$ cat src/rtl/sha256_pkg.sv
// Shared SHA-256 types and helpers for the compression sequencer and datapath.
//   word_t / block_t : 32-bit word and 512-bit message block
//   state_t          : round-controller FSM states
//   sig0 / sig1      : message-schedule small sigma functions
package sha256_pkg;

    localparam int unsigned SHA_ROUNDS = 64;
    localparam int unsigned WORD_W     = 32;
    localparam int unsigned BLK_WORDS  = 16;

    typedef logic [WORD_W-1:0]           word_t;
    typedef logic [BLK_WORDS*WORD_W-1:0] block_t;

    typedef enum logic [2:0] {
        IDLE,
        LOAD,
        ROUND,
        FINAL,
        DONE
    } state_t;

    // Rotate right by a constant amount (n in 1..31)
    function automatic word_t ror(input word_t x, input int unsigned n);
        return (x >> n) | (x << (WORD_W - n));
    endfunction

    function automatic word_t sig0(input word_t x);
        return ror(x, 7) ^ ror(x, 18) ^ (x >> 3);
    endfunction

    function automatic word_t sig1(input word_t x);
        return ror(x, 17) ^ ror(x, 19) ^ (x >> 10);
    endfunction

endpackage

$ cat src/rtl/sha256_msg_sched.sv
// SHA-256 message-schedule window: 16 words, loaded from a block, shifted down
// one word per round with the next expanded word appended at the top.
//   clk, rst : clock, synchronous active-high reset
//   load_i   : capture blk_i into the window (word 0 = blk_i[511:480])
//   blk_i    : message block
//   shift_i  : advance the window by one word
//   w0_o     : window[0], the current schedule word
module sha256_msg_sched
    import sha256_pkg::*;
(
    input  logic   clk,
    input  logic   rst,
    input  logic   load_i,
    input  block_t blk_i,
    input  logic   shift_i,
    output word_t  w0_o
);

    word_t win_q [BLK_WORDS];
    word_t expand_c;

    // W[t+16] from the current window contents
    assign expand_c = sig1(win_q[14]) + win_q[9] + sig0(win_q[1]) + win_q[0];

    always_ff @(posedge clk) begin
        if (rst) begin
            for (int i = 0; i < int'(BLK_WORDS); i++) begin
                win_q[i] <= '0;
            end
        end else if (load_i) begin
            for (int i = 0; i < int'(BLK_WORDS); i++) begin
                win_q[i] <= blk_i[(BLK_WORDS*WORD_W-1) - WORD_W*i -: WORD_W];
            end
        end else if (shift_i) begin
            for (int i = 0; i < int'(BLK_WORDS) - 1; i++) begin
                win_q[i] <= win_q[i+1];
            end
            win_q[BLK_WORDS-1] <= expand_c;
        end
    end

    assign w0_o = win_q[0];

endmodule

$ cat src/rtl/sha256_round_ctrl.sv
// Sequencer for one SHA-256 compression: accepts a block, runs the message
// schedule and issues init / round_en / final_add / done strobes.
// Optional macro SHA_ROUND_CTRL_ABORT_EN adds input 'abort' (kills LOAD/ROUND).
//   clk, rst            : clock, synchronous active-high reset
//   blk_valid/blk_ready : block handshake (ready only in IDLE)
//   blk_data, blk_first : block payload and start-from-IV flag
//   iv_sel              : latched blk_first
//   init, round_en      : datapath load / per-round enable
//   round_idx, w_t      : round index for K lookup and schedule word W_t
//   final_add, done     : digest add pulse and digest-valid pulse
//   busy                : controller not in IDLE
module sha256_round_ctrl
    import sha256_pkg::*;
#(
    parameter int unsigned ROUNDS = SHA_ROUNDS,
    parameter int unsigned IDX_W  = 6
) (
    input  logic             clk,
    input  logic             rst,
    input  logic             blk_valid,
    output logic             blk_ready,
    input  logic [511:0]     blk_data,
    input  logic             blk_first,
`ifdef SHA_ROUND_CTRL_ABORT_EN
    input  logic             abort,
`endif
    output logic             iv_sel,
    output logic             init,
    output logic             round_en,
    output logic [IDX_W-1:0] round_idx,
    output logic [31:0]      w_t,
    output logic             final_add,
    output logic             done,
    output logic             busy
);

    localparam logic [IDX_W-1:0] LAST_IDX = IDX_W'(ROUNDS - 1);

    state_t           state_q;
    logic             iv_sel_q;
    logic             init_q;
    logic             round_en_q;
    logic [IDX_W-1:0] round_idx_q;
    word_t            w_t_q;
    logic             final_q;
    logic             done_q;
    logic             busy_q;

    logic  accept_c;
    logic  abort_c;
    logic  shift_c;
    word_t sched_w0;

    assign blk_ready = (state_q == IDLE);
    assign accept_c  = blk_valid && blk_ready;

`ifdef SHA_ROUND_CTRL_ABORT_EN
    assign abort_c = abort;
`else
    assign abort_c = 1'b0;
`endif

    // Window advances on every edge that presents a new W_t: leaving LOAD and
    // every round except the last.
    assign shift_c = (state_q == LOAD) ||
                     ((state_q == ROUND) && (round_idx_q != LAST_IDX));

    sha256_msg_sched u_sched (
        .clk     (clk),
        .rst     (rst),
        .load_i  (accept_c),
        .blk_i   (blk_data),
        .shift_i (shift_c),
        .w0_o    (sched_w0)
    );

    // Sequencer FSM with registered strobes
    always_ff @(posedge clk) begin
        if (rst) begin
            state_q     <= IDLE;
            iv_sel_q    <= 1'b0;
            init_q      <= 1'b0;
            round_en_q  <= 1'b0;
            round_idx_q <= '0;
            w_t_q       <= '0;
            final_q     <= 1'b0;
            done_q      <= 1'b0;
            busy_q      <= 1'b0;
        end else begin
            init_q  <= 1'b0;
            final_q <= 1'b0;
            done_q  <= 1'b0;
            case (state_q)
                IDLE: begin
                    if (accept_c) begin
                        state_q  <= LOAD;
                        iv_sel_q <= blk_first;
                        init_q   <= 1'b1;
                        busy_q   <= 1'b1;
                    end
                end
                LOAD: begin
                    if (abort_c) begin
                        state_q <= IDLE;
                        busy_q  <= 1'b0;
                    end else begin
                        state_q     <= ROUND;
                        round_en_q  <= 1'b1;
                        round_idx_q <= '0;
                        w_t_q       <= sched_w0;
                    end
                end
                ROUND: begin
                    if (abort_c) begin
                        state_q     <= IDLE;
                        busy_q      <= 1'b0;
                        round_en_q  <= 1'b0;
                        round_idx_q <= '0;
                        w_t_q       <= '0;
                    end else if (round_idx_q == LAST_IDX) begin
                        state_q     <= FINAL;
                        round_en_q  <= 1'b0;
                        round_idx_q <= '0;
                        w_t_q       <= '0;
                        final_q     <= 1'b1;
                    end else begin
                        round_idx_q <= round_idx_q + IDX_W'(1);
                        w_t_q       <= sched_w0;
                    end
                end
                FINAL: begin
                    state_q <= DONE;
                    done_q  <= 1'b1;
                end
                DONE: begin
                    state_q <= IDLE;
                    busy_q  <= 1'b0;
                end
                default: begin
                    state_q <= IDLE;
                    busy_q  <= 1'b0;
                end
            endcase
        end
    end

    assign iv_sel    = iv_sel_q;
    assign init      = init_q;
    assign round_en  = round_en_q;
    assign round_idx = round_idx_q;
    assign w_t       = w_t_q;
    assign final_add = final_q;
    assign done      = done_q;
    assign busy      = busy_q;

endmodule

$ cat config.mk
export PLATFORM = sky130hd
export DESIGN_NAME = sha256_round_ctrl
export DESIGN_NICKNAME = d
export VERILOG_FILES = /design/src/rtl/sha256_pkg.sv /design/src/rtl/sha256_msg_sched.sv /design/src/rtl/sha256_round_ctrl.sv
export SDC_FILE = /design/constraint.sdc
export NUM_CORES = 1
export LEC_CHECK = 0
export CORE_MARGIN = 2
export CORE_UTILIZATION = 45
export DETAILED_ROUTE_END_ITERATION = 16
export GPL_TIMING_DRIVEN = 0
export PLACE_DENSITY = 0.72
export SKIP_CTS_REPAIR_TIMING = 1
export SLEW_MARGIN = 30
export SYNTH_ARGS = -nofsm -noshare
export SYNTH_HDL_FRONTEND = slang
export SYNTH_SLANG_ARGS = --single-unit
$ cat constraint.sdc
create_clock -name clk -period 16.85 [get_ports clk]
set_input_delay 3.37 -clock clk [delete_from_list [all_inputs] [get_ports clk]]
set_output_delay 3.37 -clock clk [all_outputs]
set_load 0.005 [all_outputs]
==> run_results.csv, run 1 <==
group,metric,value,unit
cells_and_area,drive_above_1_share,0.07200,
route,first_iter_violations,2000,
timing,finalCriticalPeriod,6336,ps
synthesis,synth_seq_cells,559,
timing,rsz0062_at_grt,"no",
synthesis,synthesis.area,26620,um2
synthesis,yosysMostFrequentCell,"edfxtp_1",
cells_and_area,fill_cells,4677,
timing,setup_viol,0,
critical_path,cp_data_required_time,17190,ps
cts,cts.sinks,559,
critical_path,crit_arrival,6670,ps
timing,fin_hold_ws,453.3,ps
cts,numCtsBuffers,58,
floorplan,core_region_area,58800,um2
timing,finalSetupTns,0,ps
route,firstDrtPassIters,5,
synthesis,ys.flop_type,"edfxtp_1",
outcome,outcome,"complete, no violations",
power,ir_worst_vdd,114.5,uV
cts,tritoncts,"done",
synthesis,ys_warn_count,0,
floorplan,start_util,0.4527,
synthesis,avgSynthCellArea,13.73,um2
critical_path,end_kind,"flop",
cells_and_area,final_util,0.5998,
timing,fmax,157.8,MHz
cells_and_area,regArea,16320,um2
global_routing,antenna_found_initial,28,
cells_and_area,nets,3178,
synthesis,synthArstFlopShare,0,
synthesis,synth_edf_count,512,
route,ant_nets,0,
timing,slew_viol_final,0,
floorplan,die_h,247.2,um
route,finalWirelength,97800,um
run,max-cap-violations,0,
timing,final_hold_viol_count,0,
cells_and_area,area_delta_synth_final,32.51,%
synthesis,synth_top_area_share,0.5777,
route,avgViaCountPerCell,5.798,
placement,place_hpwl,78550,um
floorplan,fp.dieW,247.2,um
synthesis,yosysUniqueCellTypes,63,
synthesis,synth_top_area_cell,"edfxtp_1",
worst_hold_path,holdCritPathClass,"reg -> reg",
cts,clk_latency,640,ps
placement,port-buffer-count,559,
floorplan,row_count,89,
power,p_leak,0.01397,uW
cts,cts-root-buf,"clkbuf_16",
global_routing,grt_pass1_vias,19630,
timing,fin_crit_sh,0.3760,
global_routing,gr-total-overflow,0,
global_routing,grt_max_degree,52,
critical_path,startpoint_type,"primary input",
synthesis,synth_area_leaders,"edfxtp_1 58%, a22o_1 16%, fa_1 4.7%, xnor2_1 3.8%, dfxtp_1 3.5%",
floorplan,ios,561,
cts,cts_max_level,2,
synthesis,synth_nets,2548,
synthesis,synthTopCellsByCount,"512 x edfxtp_1, 481 x a22o_1, 148 x inv_1",
floorplan,die_area,61110,um2
timing,max-slew-margin-rel,0.3864,
global_routing,grt_usage,0.3127,
route,vias,19683,
cells_and_area,multi_input_area,9168,um2
synthesis,netlist_instances,1938,
timing,fin_skew,51.72,ps
route,wl_per_cell,28.81,um
placement,globalplace.congestion,1.032,
power,p_per_area,159.3,nW/um2
power,power,5619,uW
global_routing,grt_pass1_wl,134500,um
route,route.detailed.drc,0,
cts,clockBufferDepth,3,
timing,worst_pin_slew,920.4,ps
critical_path,cp_max_fo,51,
critical_path,worst-setup-path-type,"in -> reg",
synthesis,yosysSeqAreaShare,0.6130,
cts,cts.reportedPaths.clkPinSlew,60,ps
-- worst max-delay path: stages --
cell and delay (ps):
clkbuf_1 190, a21oi_1 720, buf_2 460, buf_1 580, nand2_4 440, buf_16 340
buf_16 250, buf_12 230
-- routing by layer --
metal  share of wire  wire length, um  GRT usage
met5          0.0025              244          0
met2            0.47            46420     0.5088
met4           0.039             3819     0.1161
met3           0.097             9474    0.07890
met1            0.39            37850     0.4048
-- state kept, by name, summed over array words and instances, names as in the netlist --
signal / cells
final_add: 1
round_en: 1
init: 1
u_sched.win_q: 512
iv_sel: 1
state_q: 3
busy: 1
w_t: 32
round_idx: 6
done: 1
-- area by class of cell --
cell class | instances | share of cell area
diodes | 11 | 0.0007805
repair buffers | 570 | 0.1655
inverters | 149 | 0.01586
plain buffers | 131 | 0.01678
multi-input cells | 1099 | 0.2599
clock inverters | 36 | 0.008337
flip-flops and latches | 559 | 0.4626
clock buffers | 67 | 0.04271
well taps | 773 | 0.02742
-- layout by cell type (no fill, tap or decap), types with 28 or more instances in the layout --
master,netlist,layout
nand2_1,123,120
clkbuf_16,0,59
edfxtp_1,512,512
a22o_1,481,481
nor2_1,31,31
ha_1,32,32
clkdlybuf4s50_1,0,559
fa_1,62,62
xor2_1,28,28
inv_1,148,148
clkbuf_1,47,54
dfxtp_1,47,47
o21ai_0,43,43
buf_2,78,78
a21oi_1,70,70
xnor2_1,115,115
-- worst paths after layout --
path / start / end / slack [ps] / depth (start not counted)
max: rst / u_sched.win_q[11][30]$_DFFE_PP_ / 10510 / 8
min: w_t[23]$_SDFFE_PP0P_ / w_t[23]$_SDFFE_PP0P_ / 450 / 2
max reg2reg: u_sched.win_q[1][4]$_SDFFCE_PN0P_ / u_sched.win_q[15][29]$_DFFE_PP_ / 11920 / 17
min reg2reg: w_t[23]$_SDFFE_PP0P_ / w_t[23]$_SDFFE_PP0P_ / 450 / 2
-- logic make-up (layout without fill, tap and decap cells) --
logic type               after synthesis  in the layout  share of synthesized area
flip-flops                           559            559                     0.6130
XOR/XNOR                             143            143                    0.04706
other                                  0             11                          0
adder cells (fa/ha/maj)               94             94                    0.06168
AND/OR/NAND/NOR                      209            209                    0.03498
multiplexers                           2              2                  0.0007992
buffers and inverters                280            953                    0.04320
AO/OA/AOI/OAI                        651            651                     0.1993
-- stage by stage --
step	instance area [um2]	std cells	worst slack, ps
final	35270	3395	10510
after global routing	35260	3392	10400
after CTS	35240	3384	10560
after detailed placement	33440	3281	9918
after global placement	33180	3270	2906
after floorplan	26620	1938	6367
-- report_power, final --
group | switching [uW] | internal, uW
registers | 160 | 1780
clock network | 557 | 685
logic | 1470 | 967
Power figures use the tool's default switching activity.
==> run 2, diff against run 1 <==
--- a/config.mk
+++ b/config.mk
@@ -9,7 +9,7 @@
 export CORE_UTILIZATION = 45
 export DETAILED_ROUTE_END_ITERATION = 16
 export GPL_TIMING_DRIVEN = 0
-export PLACE_DENSITY = 0.72
+export PLACE_DENSITY = 0.75
 export SKIP_CTS_REPAIR_TIMING = 1
 export SLEW_MARGIN = 30
 export SYNTH_ARGS = -nofsm -noshare
==> constraint.sdc (replaced) <==
create_clock -name clk -period 5.75 [get_ports clk]
set_input_delay 1.15 -clock clk [delete_from_list [all_inputs] [get_ports clk]]
set_output_delay 1.15 -clock clk [all_outputs]
set_load 0.005 [all_outputs]
==> run 2 against run 1 <==
Critical path depth is 8 higher. Global-route usage up 0.21 points. Sequential cell count is the same. Combinational power grew to 3.0 times the previous value. Hold slack better by 7.6 ps. Setup slack lost 9500 ps. Final area down 0.12%. Clock-buffer cell count grew 7. Non-clock buffer count decreased by 6. Clock power grew to 3.0 times the previous value. First-iteration DRC count down 13%. Die area is the same. Largest cell class unchanged. Largest power group unchanged.
==> run_results.csv, run 2 (synthesis results as in run 1) <==
group,metric,value,unit
outcome,outcome,"complete, no violations",
cells_and_area,regArea,16320,um2
cts,cts.sinks,559,
floorplan,die_area,61110,um2
cells_and_area,fill_cells,4623,
timing,fin_skew,29.13,ps
timing,fin_hold_ws,460.9,ps
critical_path,worst-setup-path-type,"reg -> reg",
cells_and_area,drive_above_1_share,0.07167,
floorplan,core_region_area,58800,um2
cts,cts-root-buf,"clkbuf_16",
run,max-cap-violations,0,
cells_and_area,final_common_cell,"clkdlybuf4s50_1",
timing,fin_crit_sh,0.8304,
route,vias,19763,
cells_and_area,area_delta_synth_final,32.34,%
cts,tritoncts,"done",
timing,slew_viol_final,0,
power,ir_worst_vdd,307.9,uV
critical_path,startpoint_type,"flop",
critical_path,cp_data_required_time,6050,ps
timing,rsz0062_at_grt,"no",
cts,clk_latency,630,ps
placement,port-buffer-count,559,
cts,cts.reportedPaths.clkPinSlew,60,ps
cells_and_area,design_area,35220,um2
timing,max-slew-margin-rel,0.3712,
timing,worst_pin_slew,943.3,ps
timing,final_hold_viol_count,0,
critical_path,critPathMaxStageDelay,680,ps
critical_path,cp_slowest_cell,"o311ai_0",
timing,fmax,209.4,MHz
floorplan,row_count,89,
cells_and_area,layout_common_cells,"559 x clkdlybuf4s50_1, 512 x edfxtp_1, 481 x a22o_1",
global_routing,gr-total-overflow,0,
cells_and_area,nets,3171,
floorplan,ios,561,
floorplan,fp.dieW,247.2,um
route,route.detailed.drc,0,
route,firstDrtPassIters,6,
cells_and_area,multi_input_area,9185,um2
worst_hold_path,holdCritPathClass,"reg -> reg",
placement,dpl_cell_area,33340,um2
critical_path,crit_chain,"xnor2_1, xnor2_1, fa_1, inv_1, fa_1, inv_1, ha_1, clkbuf_2, a21oi_1, o21ai_1, and2_1, a2111oi_4, nor2_2, a21oi_4, o21a_1, o311ai_0",
global_routing,grt_pass1_vias,19469,
global_routing,grt_max_degree,93,
route,avgViaCountPerCell,5.823,
global_routing,grt_pass1_wl,135500,um
power,p_leak,0.01394,uW
critical_path,cp_max_fo,7,
cts,clockBufferDepth,3,
cts,numCtsBuffers,57,
critical_path,crit_arrival,5070,ps
timing,setup_viol,0,
global_routing,grt_usage,0.3148,
power,p_per_area,473.2,nW/um2
global_routing,antenna_found_initial,19,
placement,globalplace.congestion,0.9970,
floorplan,die_h,247.2,um
cts,cts_max_level,2,
route,wl_per_cell,29.17,um
cells_and_area,largest_register,"u_sched.win_q",
power,power,16670,uW
cells_and_area,largest_register_ffs,512,
cells_and_area,final_util,0.5991,
route,ant_nets,0,
route,first_iter_violations,1734,
timing,finalCriticalPeriod,4775,ps
floorplan,start_util,0.4527,
placement,place_hpwl,78730,um
critical_path,end_kind,"flop",
route,finalWirelength,98990,um
## run 2: cell count changes in the layout (fill, tap and decap cells not counted), moves of 2 or more
cell | before | now
nand2_8 | 0 | 2
clkinv_1 | 18 | 15
clkbuf_2 | 2 | 5
clkbuf_1 | 54 | 56
buf_12 | 8 | 1
clkinv_4 | 5 | 2
nand2_4 | 2 | 0
clkbuf_8 | 0 | 3
## run 2: final timing paths
| check | from | end | slack (ps) | cells past startpoint |
|---|---|---|---|---|
| worst min register to register | iv_sel$_SDFFE_PP0P_ | iv_sel$_SDFFE_PP0P_ | 460 | 2 |
| worst max-delay path | u_sched.win_q[1][25]$_SDFFCE_PN0P_ | u_sched.win_q[15][28]$_DFFE_PP_ | 980 | 16 |
| worst max register to register | u_sched.win_q[1][25]$_SDFFCE_PN0P_ | u_sched.win_q[15][28]$_DFFE_PP_ | 980 | 16 |
| worst min-delay path | iv_sel$_SDFFE_PP0P_ | iv_sel$_SDFFE_PP0P_ | 460 | 2 |
## run 2: area by class of cell
class / instances / area share
multi-input combinational: 1099 / 0.2608
inverter: 149 / 0.01588
timing repair buffer: 564 / 0.1625
tap: 773 / 0.02746
clock inverter: 33 / 0.008632
buffer: 131 / 0.01680
sequential: 559 / 0.4632
antenna: 12 / 0.0008525
clock buffer: 74 / 0.04387
## run 2: metrics by stage
| stage | setup TNS, ps | setup WS, ps | std cells |
|---|---|---|---|
| final | 0 | 975.2 | 3394 |
| after global placement | -965060 | -2305 | 3270 |
| after detailed placement | 0 | 1066 | 3275 |
| after global routing | 0 | 846.1 | 3386 |
| after CTS | 0 | 1075 | 3382 |
| after floorplan | 0 | 75.09 | 1938 |
## run 2: per-layer routing
metal,vias up,global-route usage,part of all wire
li1,8678,-,-
met1,9899,0.4119,0.39
met2,1006,0.5224,0.48
met3,154,0.07239,0.092
met4,26,0.09528,0.030
met5,-,0,0.0017
## run 2: power by group
| group | total (uW) | leakage, uW | switching (uW) | internal, uW |
|---|---|---|---|---|
| registers | 5680 | 0.00600 | 463 | 5220 |
| clock network | 3690 | 0.000905 | 1610 | 2080 |
| logic | 7290 | 0.00703 | 4470 | 2820 |
| total | 16700 | 0.0139 | 6550 | 10100 |
## run 2: worst max-delay path, delay by kind of cell (launching register included)
kind | cells | cell delay [ps]
AO/OA/AOI/OAI | 6 | 1390
adder cells (fa/ha/maj) | 3 | 1270
flip-flops | 1 | 550
AND/OR/NAND/NOR | 2 | 520
buffers and inverters | 3 | 290
XOR/XNOR | 2 | 420
==> run 3, diff against run 2 <==
==> constraint.sdc (replaced) <==
create_clock -name clk -period 4.3 [get_ports clk]
set_input_delay 0.86 -clock clk [delete_from_list [all_inputs] [get_ports clk]]
set_output_delay 0.86 -clock clk [all_outputs]
set_load 0.005 [all_outputs]
==> run 3 against run 2 <==
The run now ends with setup timing left. Global-route usage shrank 0.29 points. Hold slack lost 3.7 ps. Sequential cell count is the same. Non-clock buffer count grew 54. Clock power grew 36%. Routed wire length is essentially flat. Sequential power grew 33%. Clock skew shrank 8.5 ps. First-iteration DRC count grew 9.1%. Critical path type unchanged.
==> run_results.csv, run 3 (synthesis results as in run 1) <==
group,metric,value,unit
outcome,outcome,"finished with violations",
floorplan,fp.dieW,247.2,um
cells_and_area,final_cells,3447,
cells_and_area,drive_above_1_share,0.1240,
route,vias,20182,
global_routing,antenna_found_initial,25,
critical_path,cp_data_required_time,4640,ps
route,finalWirelength,98970,um
global_routing,grt_max_degree,96,
floorplan,die_h,247.2,um
cts,clockBufferDepth,3,
run,max-cap-violations,0,
outcome,violations,"setup timing",
timing,finalCriticalPeriod,4385,ps
cts,cts_max_level,2,
cells_and_area,design_area,36220,um2
critical_path,crit_chain,"buf_4, xnor2_2, xnor2_2, fa_1, inv_1, fa_1, inv_1, ha_2, a21o_1, a21oi_2, a21bo_2, a22oi_2, a21oi_4, a31oi_2, xor2_1, o21ai_0",
cts,cts-root-buf,"clkbuf_16",
cts,clk_latency,630,ps
placement,place_inst,3275,
cts,numCtsBuffers,57,
placement,dpl_cell_area,33340,um2
floorplan,core_region_area,58800,um2
critical_path,worst-path-buf-inv,3,
global_routing,grt_usage,0.3119,
power,ir_worst_vdd,581.4,uV
route,avgViaCountPerCell,5.855,
cells_and_area,final_common_cell,"clkdlybuf4s50_1",
power,p_leak,0.01443,uW
placement,port-buffer-count,559,
placement,globalplace.congestion,0.9826,
route,wl_met3,9579,um
global_routing,grt_pass1_vias,19518,
global_routing,gr-total-overflow,0,
timing,setup_viol,9,
critical_path,worst-setup-path-type,"reg -> reg",
cells_and_area,largest_register_ffs,512,
route,dr.max_layer_used,"met5",
cells_and_area,largest_register,"u_sched.win_q",
critical_path,cp_slowest_cell,"edfxtp_1",
route,wl_per_cell,28.71,um
timing,setup_ws,-84.97,ps
placement,place_hpwl,78410,um
timing,final_hold_viol_count,0,
timing,fin_skew,20.61,ps
cells_and_area,nets,3225,
timing,slew_viol_final,0,
floorplan,die_area,61110,um2
timing,fmax,228.1,MHz
route,firstDrtPassIters,5,
route,met1Wirelength,37810,um
critical_path,end_kind,"flop",
cts,tritoncts,"done",
critical_path,crit_family,"compound AO/OA/AOI/OAI gates",
floorplan,start_util,0.4527,
timing,worst_pin_slew,966.6,ps
route,ant_nets,0,
critical_path,crit_arrival,4730,ps
route,wl_met2,47750,um
floorplan,row_count,89,
floorplan,ios,561,
cells_and_area,layout_common_cells,"559 x clkdlybuf4s50_1, 512 x edfxtp_1, 481 x a22o_1",
cells_and_area,area_delta_synth_final,36.09,%
critical_path,startpoint_type,"flop",
timing,fin_crit_sh,1.020,
cts,cts.reportedPaths.clkPinSlew,60,ps
route,first_iter_violations,1891,
timing,max-slew-margin-rel,0.3556,
route,route.detailed.drc,0,
critical_path,cp_max_fo,5,
timing,rsz0062_at_grt,"yes",
worst_hold_path,holdCritPathClass,"reg -> reg",
power,p_per_area,655.2,nW/um2
critical_path,critPathMaxStageDelay,500,ps
cts,cts.sinks,559,
global_routing,grt_pass1_wl,134100,um
-- run 3: cell types whose count changed in the layout (fill, tap and decap cells not counted), sizes merged --
cell      before  now
buf           88  146
clkbuf       122  116
clkinv        26   22
clkinvlp       2    6
bufinv         4    5
-- run 3: worst paths after layout --
check / from / to / slack, ps / cells after the start
min: w_t[17]$_SDFFE_PP0P_ / w_t[17]$_SDFFE_PP0P_ / 460 / 2
min reg2reg: w_t[17]$_SDFFE_PP0P_ / w_t[17]$_SDFFE_PP0P_ / 460 / 2
max reg2reg: u_sched.win_q[1][18]$_SDFFCE_PN0P_ / u_sched.win_q[15][27]$_DFFE_PP_ / -80 / 16
max: u_sched.win_q[1][18]$_SDFFCE_PN0P_ / u_sched.win_q[15][27]$_DFFE_PP_ / -80 / 16
-- run 3: per-stage QoR --
step	hold WS [ps]	setup slack, ps	util	power (uW)	setup TNS, ps
floorplan	448.3	294.9	-	13600	0
global route	468.8	-188.0	0.6157	24770	-1522
global placement	444.1	-1498	0.5645	16950	-647140
finish	457.2	-84.97	0.6160	23730	-444.8
detailed placement	446.4	-391.4	0.5671	17030	-52050
CTS	455.1	-444.4	0.5991	22070	-57780
-- run 3: layout make-up --
type	count	area [um2]
Clock buffer	72	1534
Multi-Input combinational cell	1099	9723
Buffer	126	571.8
Fill cell	4591	22580
Antenna cell	12	30.03
Clock inverter	34	347.8
Tap cell	773	967.2
Sequential cell	559	16320
Inverter	149	559.3
Timing Repair Buffer	623	6172
-- run 3: report_power, final --
| part | internal, uW | switching, uW | total [uW] |
|---|---|---|---|
| Combinational | 4640 | 6520 | 11200 |
| Clock | 2840 | 2160 | 5000 |
| Sequential | 6980 | 598 | 7580 |
-- run 3: layer usage --
| metal | global-route usage | vias up |
|---|---|---|
| met4 | 0.1025 | 34 |
| met2 | 0.5203 | 1056 |
| met1 | 0.3992 | 10117 |
| met5 | 0 | - |
| li1 | - | 8786 |
| met3 | 0.07706 | 189 |
-- run 3: worst min-delay path, cell delays in order (launching register included) --
cell     delay [ps]
dfxtp_1         310
nand2_1          50
a21oi_1          50
